File: src/rtl/sap_pkg.sv
// sap_pkg -- shared definitions for the SAP register bank.
//   op_e          : 3-bit operation code applied to the selected register
//   DEFAULT_WIDTH : default data width in bits
//   DEFAULT_NREGS : default register count (register 0 is the accumulator)
package sap_pkg;

    typedef enum logic [2:0] {
        OP_LOAD = 3'b000,
        OP_INC  = 3'b001,
        OP_DEC  = 3'b010,
        OP_SHL  = 3'b011,
        OP_SHR  = 3'b100,
        OP_ROL  = 3'b101,
        OP_ROR  = 3'b110,
        OP_ZERO = 3'b111
    } op_e;

    localparam int DEFAULT_WIDTH = 8;
    localparam int DEFAULT_NREGS = 4;

endpackage

File: src/rtl/sap_reg_op.sv
// sap_reg_op -- combinational operation unit for the register bank.
// Ports:
//   old_val : current value of the selected register
//   d       : bus write data (used by LOAD)
//   op      : operation code
//   result  : new register value
//   carry   : new carry/shift-out flag
module sap_reg_op
    import sap_pkg::*;
#(
    parameter int WIDTH = DEFAULT_WIDTH
) (
    input  logic [WIDTH-1:0] old_val,
    input  logic [WIDTH-1:0] d,
    input  op_e              op,
    output logic [WIDTH-1:0] result,
    output logic             carry
);

    localparam logic [WIDTH-1:0] ONE = {{(WIDTH-1){1'b0}}, 1'b1};

    // Result and carry for every op; carry flags the wrap or the bit shifted out.
    always_comb begin
        result = {WIDTH{1'b0}};
        carry  = 1'b0;
        case (op)
            OP_LOAD: begin
                result = d;
                carry  = 1'b0;
            end
            OP_INC: begin
                result = old_val + ONE;
                carry  = &old_val;
            end
            OP_DEC: begin
                result = old_val - ONE;
                carry  = ~|old_val;
            end
            OP_SHL: begin
                result = {old_val[WIDTH-2:0], 1'b0};
                carry  = old_val[WIDTH-1];
            end
            OP_SHR: begin
                result = {1'b0, old_val[WIDTH-1:1]};
                carry  = old_val[0];
            end
            OP_ROL: begin
                result = {old_val[WIDTH-2:0], old_val[WIDTH-1]};
                carry  = old_val[WIDTH-1];
            end
            OP_ROR: begin
                result = {old_val[0], old_val[WIDTH-1:1]};
                carry  = old_val[0];
            end
            OP_ZERO: begin
                result = {WIDTH{1'b0}};
                carry  = 1'b0;
            end
            default: begin
                result = {WIDTH{1'b0}};
                carry  = 1'b0;
            end
        endcase
    end

endmodule

File: src/rtl/sap_reg_bank.sv
// sap_reg_bank -- SAP-style register bank with accumulator and flags.
// Ports:
//   CLK      : rising-edge clock
//   CLR      : synchronous active-high reset (clears registers and flags)
//   D        : write data from the bus
//   L_       : active-low write enable
//   wsel     : register written / operated on
//   op       : operation code (sap_pkg::op_e), used only when L_=0
//   E        : bus output enable
//   rsel     : register driven onto the bus
//   OutToBus : regs[rsel] when E=1, else zero (wired-OR bus)
//   OutToALU : regs[0], always
//   C        : registered carry/shift-out flag
//   Z        : registered zero flag of the last written result
module sap_reg_bank
    import sap_pkg::*;
#(
    parameter int WIDTH = DEFAULT_WIDTH,
    parameter int NREGS = DEFAULT_NREGS
) (
    input  logic                     CLK,
    input  logic                     CLR,
    input  logic [WIDTH-1:0]         D,
    input  logic                     L_,
    input  logic [$clog2(NREGS)-1:0] wsel,
    input  logic [2:0]               op,
    input  logic                     E,
    input  logic [$clog2(NREGS)-1:0] rsel,
    output logic [WIDTH-1:0]         OutToBus,
    output logic [WIDTH-1:0]         OutToALU,
    output logic                     C,
    output logic                     Z
);

    logic [WIDTH-1:0] regs_r [NREGS];
    logic             c_r;
    logic             z_r;
    logic [WIDTH-1:0] old_val_s;
    logic [WIDTH-1:0] result_s;
    logic             carry_s;
    logic [WIDTH-1:0] bus_s;
    op_e              op_s;

    assign old_val_s = regs_r[wsel];
    assign op_s      = op_e'(op);

    sap_reg_op #(
        .WIDTH (WIDTH)
    ) u_op (
        .old_val (old_val_s),
        .d       (D),
        .op      (op_s),
        .result  (result_s),
        .carry   (carry_s)
    );

    // Register file and flags: CLR wins over any pending write.
    always_ff @(posedge CLK) begin
        if (CLR) begin
            for (int i = 0; i < NREGS; i++) begin
                regs_r[i] <= {WIDTH{1'b0}};
            end
            c_r <= 1'b0;
            z_r <= 1'b0;
        end else if (!L_) begin
            regs_r[wsel] <= result_s;
            c_r          <= carry_s;
            z_r          <= (result_s == {WIDTH{1'b0}});
        end
    end

    // Bus driver: zero when disabled so several sources can be OR-ed together.
    always_comb begin
        if (E) begin
            bus_s = regs_r[rsel];
        end else begin
            bus_s = {WIDTH{1'b0}};
        end
    end

    assign OutToBus = bus_s;
    assign OutToALU = regs_r[0];
    assign C        = c_r;
    assign Z        = z_r;

endmodule
File: config.mk
export PLATFORM = sky130hd
export DESIGN_NAME = sap_reg_bank
export DESIGN_NICKNAME = d
export VERILOG_FILES = /design/src/rtl/sap_pkg.sv /design/src/rtl/sap_reg_op.sv /design/src/rtl/sap_reg_bank.sv
export SDC_FILE = /design/constraint.sdc
export NUM_CORES = 1
export LEC_CHECK = 0
export ABC_AREA = 1
export CAP_MARGIN = 15
export CORE_UTILIZATION = 40
export DETAILED_ROUTE_END_ITERATION = 7
export PLACE_DENSITY_LB_ADDON = 0.3
export REMOVE_ABC_BUFFERS = 1
export SLEW_MARGIN = 20
export SYNTH_ARGS = -nofsm -noshare
export SYNTH_HDL_FRONTEND = slang
export SYNTH_SLANG_ARGS = --single-unit
export TNS_END_PERCENT = 5
File: constraint.sdc
create_clock -name CLK -period 2.8 [get_ports CLK]
set_input_delay 0.42 -clock CLK [delete_from_list [all_inputs] [get_ports CLK]]
set_output_delay 0.42 -clock CLK [all_outputs]
set_load 0.02 [all_outputs]
-- After elaboration in Yosys (flattened, before gate mapping)
Memory sizes are Yosys's and may differ from the RTL's.
Cells that the tools add are included.
- logic and storage cells: 32
- memories kept: 1
- flip-flop bits (word level): 2
- bits in writable memories: 32
- output and inout bits: 18
- memories (memory ; words ; bits a word ; rd ports ; clocked after memory_dff ; wr ports ; line ; source):
    regs_r ; 4 ; 8 ; 3 ; 0 ; 4 ; sap_reg_bank.sv:35 ; logic [WIDTH-1:0] regs_r [NREGS];
- multiplexer cells: 11
- equality and inequality tests: 7
- add/sub/neg operators: 2
- reductions and logical operators: 9
- operators by type and width (kind ; number):
    case mux 8 bit (8 select lines) ; 1
    two-way mux 8 bit ; 2
    OR reduction 8 bit ; 2
    == test 3 bit (second input constant) ; 4
    adder 8 x 1 -> 8 bit (second input constant) ; 1
    zero test 8 bit ; 1
    AND reduction 8 bit ; 1
    subtractor 8 x 1 -> 8 bit (second input constant) ; 1
    == test 3 x 2 -> 1 bit (second input constant) ; 2
    two-way mux 1 bit ; 6
    OR reduction 2 bit ; 3
    case mux 1 bit (5 select lines) ; 1
    == test 3 x 1 -> 1 bit (second input constant) ; 1
    zero test 3 bit ; 1
    two-way mux 2 bit ; 1
    zero test 1 bit ; 1

-- Longest topological paths before layout
Gate-level depths: netlist of the first run.
- depth after elaboration: 5
- mapped depth: 21

-- By module
A second synthesis of the first run with hierarchy kept.
- cells, all modules: 367
- area total of the unflattened synthesis: 2607.5 µm²
- modules (own cells, without submodules) (module ; area an instance (µm²) ; cells each ; instances ; sequential area each (µm²)):
    sap_reg_bank ; 1938.1 ; 237 ; 1 ; 1001.0
    sap_reg_op ; 669.4 ; 130 ; 1 ; 0.0

-- Worst setup path after synthesis of the first run
OpenSTA, ideal clock, no wires.
- kind: input to register
- start point: in wsel[0]
- end point: mem regs_r[2][6] (netlist bit) (data pin)
- setup time: 0.143 ns
- stages on the path: 16
- arrival: 2.302 ns
- path slack: 0.355 ns
- path buffers: 2
- data required time: 2.657 ns
- cell sequence: buf_6 -> buf_4 -> a21oi_1 -> o21ai_0 -> nand2_1 -> inv_1 -> ha_1 -> nand2_1 -> inv_1 -> a221oi_1 -> nand2_1 -> nand2_1 -> nand3_1 -> a21oi_1 -> nand2_1 -> nor2_1
- RTL lines (what ; line ; source):
    from (decl) ; sap_reg_bank.sv:25 ; input logic [$clog2(NREGS)-1:0] wsel,
    to (decl) ; sap_reg_bank.sv:35 ;

-- Worst setup path after layout of the first run
- start point: in rsel[0]
- end point: out OutToBus[7]
- longest elaborated chain between the ends: 2
- ends and longest elaborated chain (what ; line ; source):
    from (decl) ; sap_reg_bank.sv:28 ; input logic [$clog2(NREGS)-1:0] rsel,
    memory read (4 x 8 bit) ; -- ;
    two-way mux 8 bit ; sap_reg_bank.sv:74 ; if (E) begin
    to (decl) ; sap_reg_bank.sv:29 ; output logic [WIDTH-1:0] OutToBus,
No other way between the ends.

==> results.py, run 1 <==
metrics = {
    "yosys": {
        "yosys.cell_count.top_type": "nand2_1",
        "ys_types": 31,
        "synth_edf_count": 32,
        "synth_cells": 350,
        "avgSynthCellArea_um2": 7.16,
        "synth_top_cell_area_share_pct": 38.4,
        "synth_top_area_cell": "edfxtp_1",
        "netlist_area_mm2": 0.00250,
        "async_reset_ff_share_pct": 0,
        "seq_total_area_yosys_pct": 40.0,
        "most_common_library_cells_after_synthesis": "80 x nand2_1, 73 x nor2_1, 33 x nand3_1",
        "ys_top_cells_by_area": "edfxtp_1 38%, nand2_1 12%, nor2_1 11%",
        "total_number_of_yosys_warnings": 0,
        "synth-main-ff-cell": "edfxtp_1",
        "ys_ff_latch": 34,
    },
    "global_routing": {
        "grt.overflow.total": 0,
        "grt_antenna_before_repair": 0,
        "first_pass_grt_wire_length_um": 12000,
        "largest_net_degree_at_the_start_of_global_routing": 17,
        "grt_usage_pct": 25.1,
        "first_global_vias": 2481,
    },
    "timing": {
        "layout_worst_path_cycle_share_pct": 96.5,
        "slew_violations": 0,
        "slew_headroom_pct": 74.1,
        "worst_clock_skew_ns": 0.00794,
        "time_the_worst_path_needs_with_i_o_delays_and_setup_ns": 2.70,
        "achievable-frequency_mhz": 370,
        "worstMarginPinSlew_ns": 0.387,
        "setup-tns-final_ns": 0,
        "rsz0062_at_grt": "yes",
        "final_hold_viol_count": 0,
        "timing.final.setup_violations": 0,
    },
    "route": {
        "detail_route.wl_per_cell_um": 15.2,
        "dr_pass1_iterations": 5,
        "detail_route.drc_violations": 0,
        "num_vias": 2722,
        "first_iter_violations": 370,
        "antenna_violating_nets_post_route": 0,
        "route.final.wire_length_um": 7770,
        "viasPerCell": 5.34,
    },
    "worst_setup_path": {
        "reg2reg_slack_ns": 0.49,
        "regToRegEndpoint": "regs_r[2][5]$_SDFFCE_PN0P_",
        "critPathCaptureType": "output pin",
        "worst_ep_arrival_time_ns": 2.28,
        "critPathLaunchType": "primary input",
        "timing.rr.start": "regs_r[0][2]$_SDFFCE_PN0P_",
        "critical_path.max_fanout": 15,
        "timing_worst_setup_path_type": "in -> out",
        "rr_worst_depth": 16,
        "critical_path_required_ns": 2.38,
    },
    "floorplan": {
        "die_height_um": 81.1,
        "num_io_pins": 37,
        "chipWidth_um": 81.1,
        "design.die.area_mm2": 0.00658,
        "rows": 28,
        "fp.coreArea_mm2": 0.00599,
        "start_util_pct": 41.8,
    },
    "finish": {
        "finish.utilization_pct": 57.5,
        "fill_cells": 537,
        "drive_above_1_share_pct": 20.7,
        "insertedDiodeCount": 0,
        "flow.area_growth_from_synthesis_pct": 37.6,
        "regArea_mm2": 0.00100,
        "num-nets-final": 459,
        "layout.cell_area.non_filler_mm2": 0.00345,
        "multi_input_area_mm2": 0.00134,
    },
    "cts": {
        "tritoncts": "done",
        "worst_skew_pair.late_latency_ns": 0.30,
        "cts_buffers": 5,
        "cell_chosen_for_the_clock_root": "clkbuf_8",
        "h_tree_level_count": 2,
        "path_clk_slew_ns": 0.07,
        "clock_path_buffers": 2,
        "numClockSinks": 34,
    },
    "power": {
        "vdd_ir_drop_max_uv": 318,
        "p_per_cell_area_mw_per_mm2": 440,
        "total_power_mw": 1.52,
        "total_leakage_power_nw": 1.57,
    },
    "flow_run": {
        "max_cap_violations": 0,
    },
    "placed_design": {
        "port_buffers": 36,
        "globalplace.congestion": 1.02,
        "hpwlAfterDp_um": 6000,
        "post_placement_cell_area_mm2": 0.00326,
    },
    "worst_hold_path": {
        "min_delay_worst_endpoint": "C$_SDFFE_PP0N_",
        "hold_depth": 2,
        "min-delay-start": "C$_SDFFE_PP0N_",
        "hold_path.class": "reg -> reg",
    },
    "run_status": {
        "status": "finished, final reports clean",
    },
}
-- sequential cells by signal, summed over array words and instances, names as in the netlist --
| signal | cells |
|---|---|
| C | 1 |
| Z | 1 |
| regs_r | 32 |
-- per-layer routing --
metal	vias up	GRT usage [%]	share of wire, %	routed length, µm
met5	-	0	0	0
met4	0	11.1	2.3	178
met3	19	4.04	9.1	707
met2	137	39.0	45	3530
met1	1240	34.3	43	3360
li1	1326	-	-	-
-- power by group --
group	total (mW)	internal, mW	switching, mW
Combinational	0.465	0.199	0.266
Sequential	0.605	0.587	0.0177
Clock	0.448	0.266	0.181
-- metrics by stage --
step	instances	hold slack (ns)	setup WS (ns)
finish	510	0.481	0.0987
global route	510	0.503	-0.0565
CTS	507	0.482	0.0563
detailed placement	499	0.463	-0.247
global placement	499	0.462	-0.221
floorplan	341	0.545	0.566
-- critical path, cell delays in order --
cell	delay, ns
clkdlybuf4s50_1	0.48
buf_4	0.22
nor2_1	0.06
nor2_1	0.10
o21ai_0	0.11
a21oi_1	0.24
clkdlybuf4s50_1	0.65
-- worst max-delay path by stage --
stage                               startpoint                    endpoint
floorplan           regs_r[0][4]$_SDFFCE_PN0P_  regs_r[2][6]$_SDFFCE_PN0P_
global placement                       wsel[1]  regs_r[1][7]$_SDFFCE_PN0P_
detailed placement                     wsel[1]  regs_r[2][5]$_SDFFCE_PN0P_
CTS                                    wsel[1]      regs_r[3][7]$_DFFE_PP_
global route                           wsel[0]  regs_r[0][7]$_SDFFCE_PN0P_
finish                                 rsel[0]                 OutToBus[7]
-- final cells by class --
cell class              instances  area share [%]
multi-input cells             268            38.8
flip-flops and latches         34            29.0
repair buffers                 86            21.9
inverters                      39            4.46
well taps                      75            2.72
clock buffers                   7            2.21
clock inverters                 1           0.871
-- cells by family after synthesis --
family	share of synthesized area, %
buffers and inverters	8.49
XOR/XNOR	0.350
AO/OA/AOI/OAI	11.6
adder cells (fa/ha/maj)	3.00
AND/OR/NAND/NOR	36.6
flip-flops	40.0
-- placed cells by master (no fill, tap or decap), types with 2 or more instances in the layout --
cell type	count
inv_1	31
nand2_2	8
nand3b_1	2
dfxtp_1	2
inv_2	7
nand3_1	33
clkbuf_1	2
nand2_1	79
a21oi_2	2
o21ai_0	21
nand3_2	4
clkbuf_8	5
o211ai_1	3
o21ai_2	2
nor3_1	2
buf_4	48
nor2_1	73
edfxtp_1	32
ha_1	5
nand4_1	3
o21ai_1	2
clkdlybuf4s50_1	35
a221oi_1	2
a21oi_1	14
or2_2	3
-- repair_timing --
| action | in CTS | in global routing |
|---|---|---|
| buffers inserted | 0 | 3 |
| hold buffers | 0 | 0 |
| gates resized for setup | 0 | 12 |
| endpoints found under the setup margin | 0 | 13 |
No activity file was read; power rests on OpenSTA's default activity.
==> run 2, diff against run 1 <==
--- a/config.mk
+++ b/config.mk
@@ -14,5 +14,6 @@
 export SLEW_MARGIN = 20
 export SYNTH_ARGS = -nofsm -noshare
 export SYNTH_HDL_FRONTEND = slang
+export SYNTH_HIERARCHICAL = 1
 export SYNTH_SLANG_ARGS = --single-unit
 export TNS_END_PERCENT = 5
==> results.py, run 2 <==
metrics = {
    "run_status": {
        "status": "finished, violations left",
        "failed_checks": "design-rule violations",
    },
    "cts": {
        "cts_hold_buf": 0,
        "cell_chosen_for_the_clock_root": "clkbuf_8",
        "worst_skew_pair.late_latency_ns": 0.28,
        "h_tree_level_count": 2,
        "path_clk_slew_ns": 0.07,
        "cts_buffers": 5,
        "numClockSinks": 34,
        "tritoncts": "done",
        "clock_path_buffers": 2,
        "post-cts-setup-buffer-count": 0,
    },
    "timing": {
        "worstMarginPinSlew_ns": 0.421,
        "achievable-frequency_mhz": 409,
        "worst_clock_skew_ns": 0.00375,
        "rsz0062_at_grt": "no",
        "slew_headroom_pct": 71.9,
        "worst_hold_slack_ns": 0.479,
        "timing.final.ws_setup_ns": 0.353,
        "timing.final.setup_violations": 0,
        "time_the_worst_path_needs_with_i_o_delays_and_setup_ns": 2.45,
        "final_hold_viol_count": 0,
        "layout_worst_path_cycle_share_pct": 87.4,
        "slew_violations": 0,
        "setup-tns-final_ns": 0,
    },
    "worst_setup_path": {
        "regToRegEndpoint": "regs_r[2][6]$_SDFFCE_PN0P_",
        "worst_ep_arrival_time_ns": 2.58,
        "critical_path_required_ns": 2.94,
        "critical_path.max_fanout": 10,
        "critPathCaptureType": "flip-flop",
        "rr_worst_depth": 18,
        "timing_worst_setup_path_type": "in -> reg",
        "timing.rr.start": "regs_r[0][1]$_SDFFCE_PN0P_",
        "critPathLaunchType": "primary input",
        "reg2reg_slack_ns": 0.48,
    },
    "global_routing": {
        "grt_antenna_before_repair": 0,
        "grt_usage_pct": 22.7,
        "grt.overflow.total": 0,
        "first_pass_grt_wire_length_um": 11400,
        "first_global_vias": 2415,
        "largest_net_degree_at_the_start_of_global_routing": 17,
    },
    "floorplan": {
        "start_util_pct": 41.3,
        "num_io_pins": 37,
        "chipWidth_um": 82.7,
        "rows": 29,
        "fp.coreArea_mm2": 0.00631,
        "die_height_um": 82.7,
        "design.die.area_mm2": 0.00685,
    },
    "route": {
        "dr_pass1_iterations": 6,
        "first_iter_violations": 248,
        "route.final.wire_length_um": 7240,
        "viasPerCell": 5.09,
        "detail_route.drc_violations": 2,
        "num_vias": 2589,
        "antenna_violating_nets_post_route": 0,
        "detail_route.wl_per_cell_um": 14.2,
    },
    "finish": {
        "regArea_mm2": 0.00100,
        "layout.cells.non_filler": 509,
        "largest_register_ff_count": 32,
        "drive_above_1_share_pct": 16.7,
        "multi_input_area_mm2": 0.00127,
        "insertedDiodeCount": 0,
        "fill_cells": 644,
        "most-common-layout-cells": "85 x nand2_1, 57 x inv_1, 48 x nor2_1",
        "mostFrequentLayoutCell": "nand2_1",
        "largest-register": "regs_r",
        "layout.cell_area.non_filler_mm2": 0.00332,
        "num-nets-final": 451,
        "flow.area_growth_from_synthesis_pct": 27.5,
        "finish.utilization_pct": 52.7,
    },
    "placed_design": {
        "port_buffers": 36,
        "placed_cells": 501,
        "globalplace.congestion": 0.894,
        "place_worst_setup_slack_ns": -0.195,
        "hpwlAfterDp_um": 5690,
        "post_placement_cell_area_mm2": 0.00322,
    },
    "yosys": {
        "ys_top_cells_by_area": "edfxtp_1 37%, nand2_1 12%, inv_1 8.2%",
        "ys_types": 35,
        "synth_top_area_cell": "edfxtp_1",
        "synth_top_cell_area_share_pct": 36.9,
        "avgSynthCellArea_um2": 7.10,
        "synth-main-ff-cell": "edfxtp_1",
        "total_number_of_yosys_warnings": 6,
        "ys_ff_latch": 34,
        "seq_total_area_yosys_pct": 38.4,
        "synth_edf_count": 32,
        "most_common_library_cells_after_synthesis": "85 x nand2_1, 57 x inv_1, 48 x nor2_1",
        "yosys.cell_count.top_type": "nand2_1",
        "netlist_area_mm2": 0.00261,
        "async_reset_ff_share_pct": 0,
        "synth_cells": 367,
    },
    "worst_hold_path": {
        "hold_depth": 2,
        "hold_path.class": "reg -> reg",
        "min_delay_worst_endpoint": "C$_SDFFE_PP0N_",
        "min-delay-start": "C$_SDFFE_PP0N_",
    },
    "power": {
        "total_leakage_power_nw": 1.56,
        "p_per_cell_area_mw_per_mm2": 420,
        "vdd_ir_drop_max_uv": 338,
        "total_power_mw": 1.40,
    },
    "flow_run": {
        "max_cap_violations": 0,
    },
}
==> run 2: changes by cell type after synthesis, moves of 3 or more <==
cell,change
inv_1,+25
nor4_1,+3
nand2_1,+5
o21ai_2,-3
ha_1,-5
clkbuf_1,-3
a21oi_1,+13
o211ai_1,-3
o21ai_0,-4
nor2_1,-25
==> run 2: report_power, final <==
| part | total, mW | switching (mW) | internal, mW | leakage (nW) |
|---|---|---|---|---|
| clock | 0.368 | 0.170 | 0.198 | 0.0482 |
| combinational | 0.429 | 0.258 | 0.171 | 1.16 |
| sequential | 0.599 | 0.0125 | 0.587 | 0.349 |
==> run 2: critical path, stage by stage <==
cell and delay [ns]:
clkdlybuf4s50_1 0.55, nand3_4 0.24, nand2_1 0.10, nand2_1 0.07, inv_1 0.04, ha_1 0.18
inv_1 0.07, nand2_1 0.06, nand2_2 0.07, inv_2 0.04, nand3_1 0.08, nand2_1 0.06
nand2_1 0.06, nand3_1 0.09, a21oi_2 0.21, inv_1 0.11, nor2_1 0.12
==> run 2: area by class of cell <==
| type | count | area share [%] |
|---|---|---|
| multi-input cells | 256 | 38.2 |
| flip-flops and latches | 34 | 30.1 |
| repair buffers | 67 | 18.4 |
| inverters | 67 | 7.72 |
| well taps | 77 | 2.90 |
| clock buffers | 7 | 2.60 |
| clock inverters | 1 | 0.151 |
==> run 2: worst max-delay path by stage <==
stage,start,slack [ns],to
after global routing,op[1],0.19,Z$_SDFFE_PP0N_
after global placement,wsel[0],-0.16,regs_r[2][6]$_SDFFCE_PN0P_
after detailed placement,wsel[0],-0.19,regs_r[2][6]$_SDFFCE_PN0P_
after CTS,wsel[0],0.09,regs_r[2][6]$_SDFFCE_PN0P_
after floorplan,wsel[0],0.56,regs_r[1][4]$_SDFFCE_PN0P_
final,op[1],0.35,regs_r[2][6]$_SDFFCE_PN0P_
==> run 2: kinds of logic after synthesis <==
| kind of cell | share of synthesized area (%) |
|---|---|
| AOI/OAI and AO/OA | 14.2 |
| adders and majority gates | 0.480 |
| buffers and inverters | 13.1 |
| DFF | 38.4 |
| and+or+nand+nor | 33.8 |
==> run 2: layer usage <==
metal / part of all wire [%] / up-vias / track usage [%]
met3: 4.4 / 6 / 3.41
met5: 0 / - / 0
li1: - / 1330 / -
met1: 46 / 1205 / 30.3
met2: 48 / 48 / 38.0
met4: 0.80 / 0 / 6.21
==> run 2: what timing repair did <==
action,in CTS,in global routing
resized for setup,0,3
setup endpoints to repair,0,9
endpoints found under the hold margin,0,0
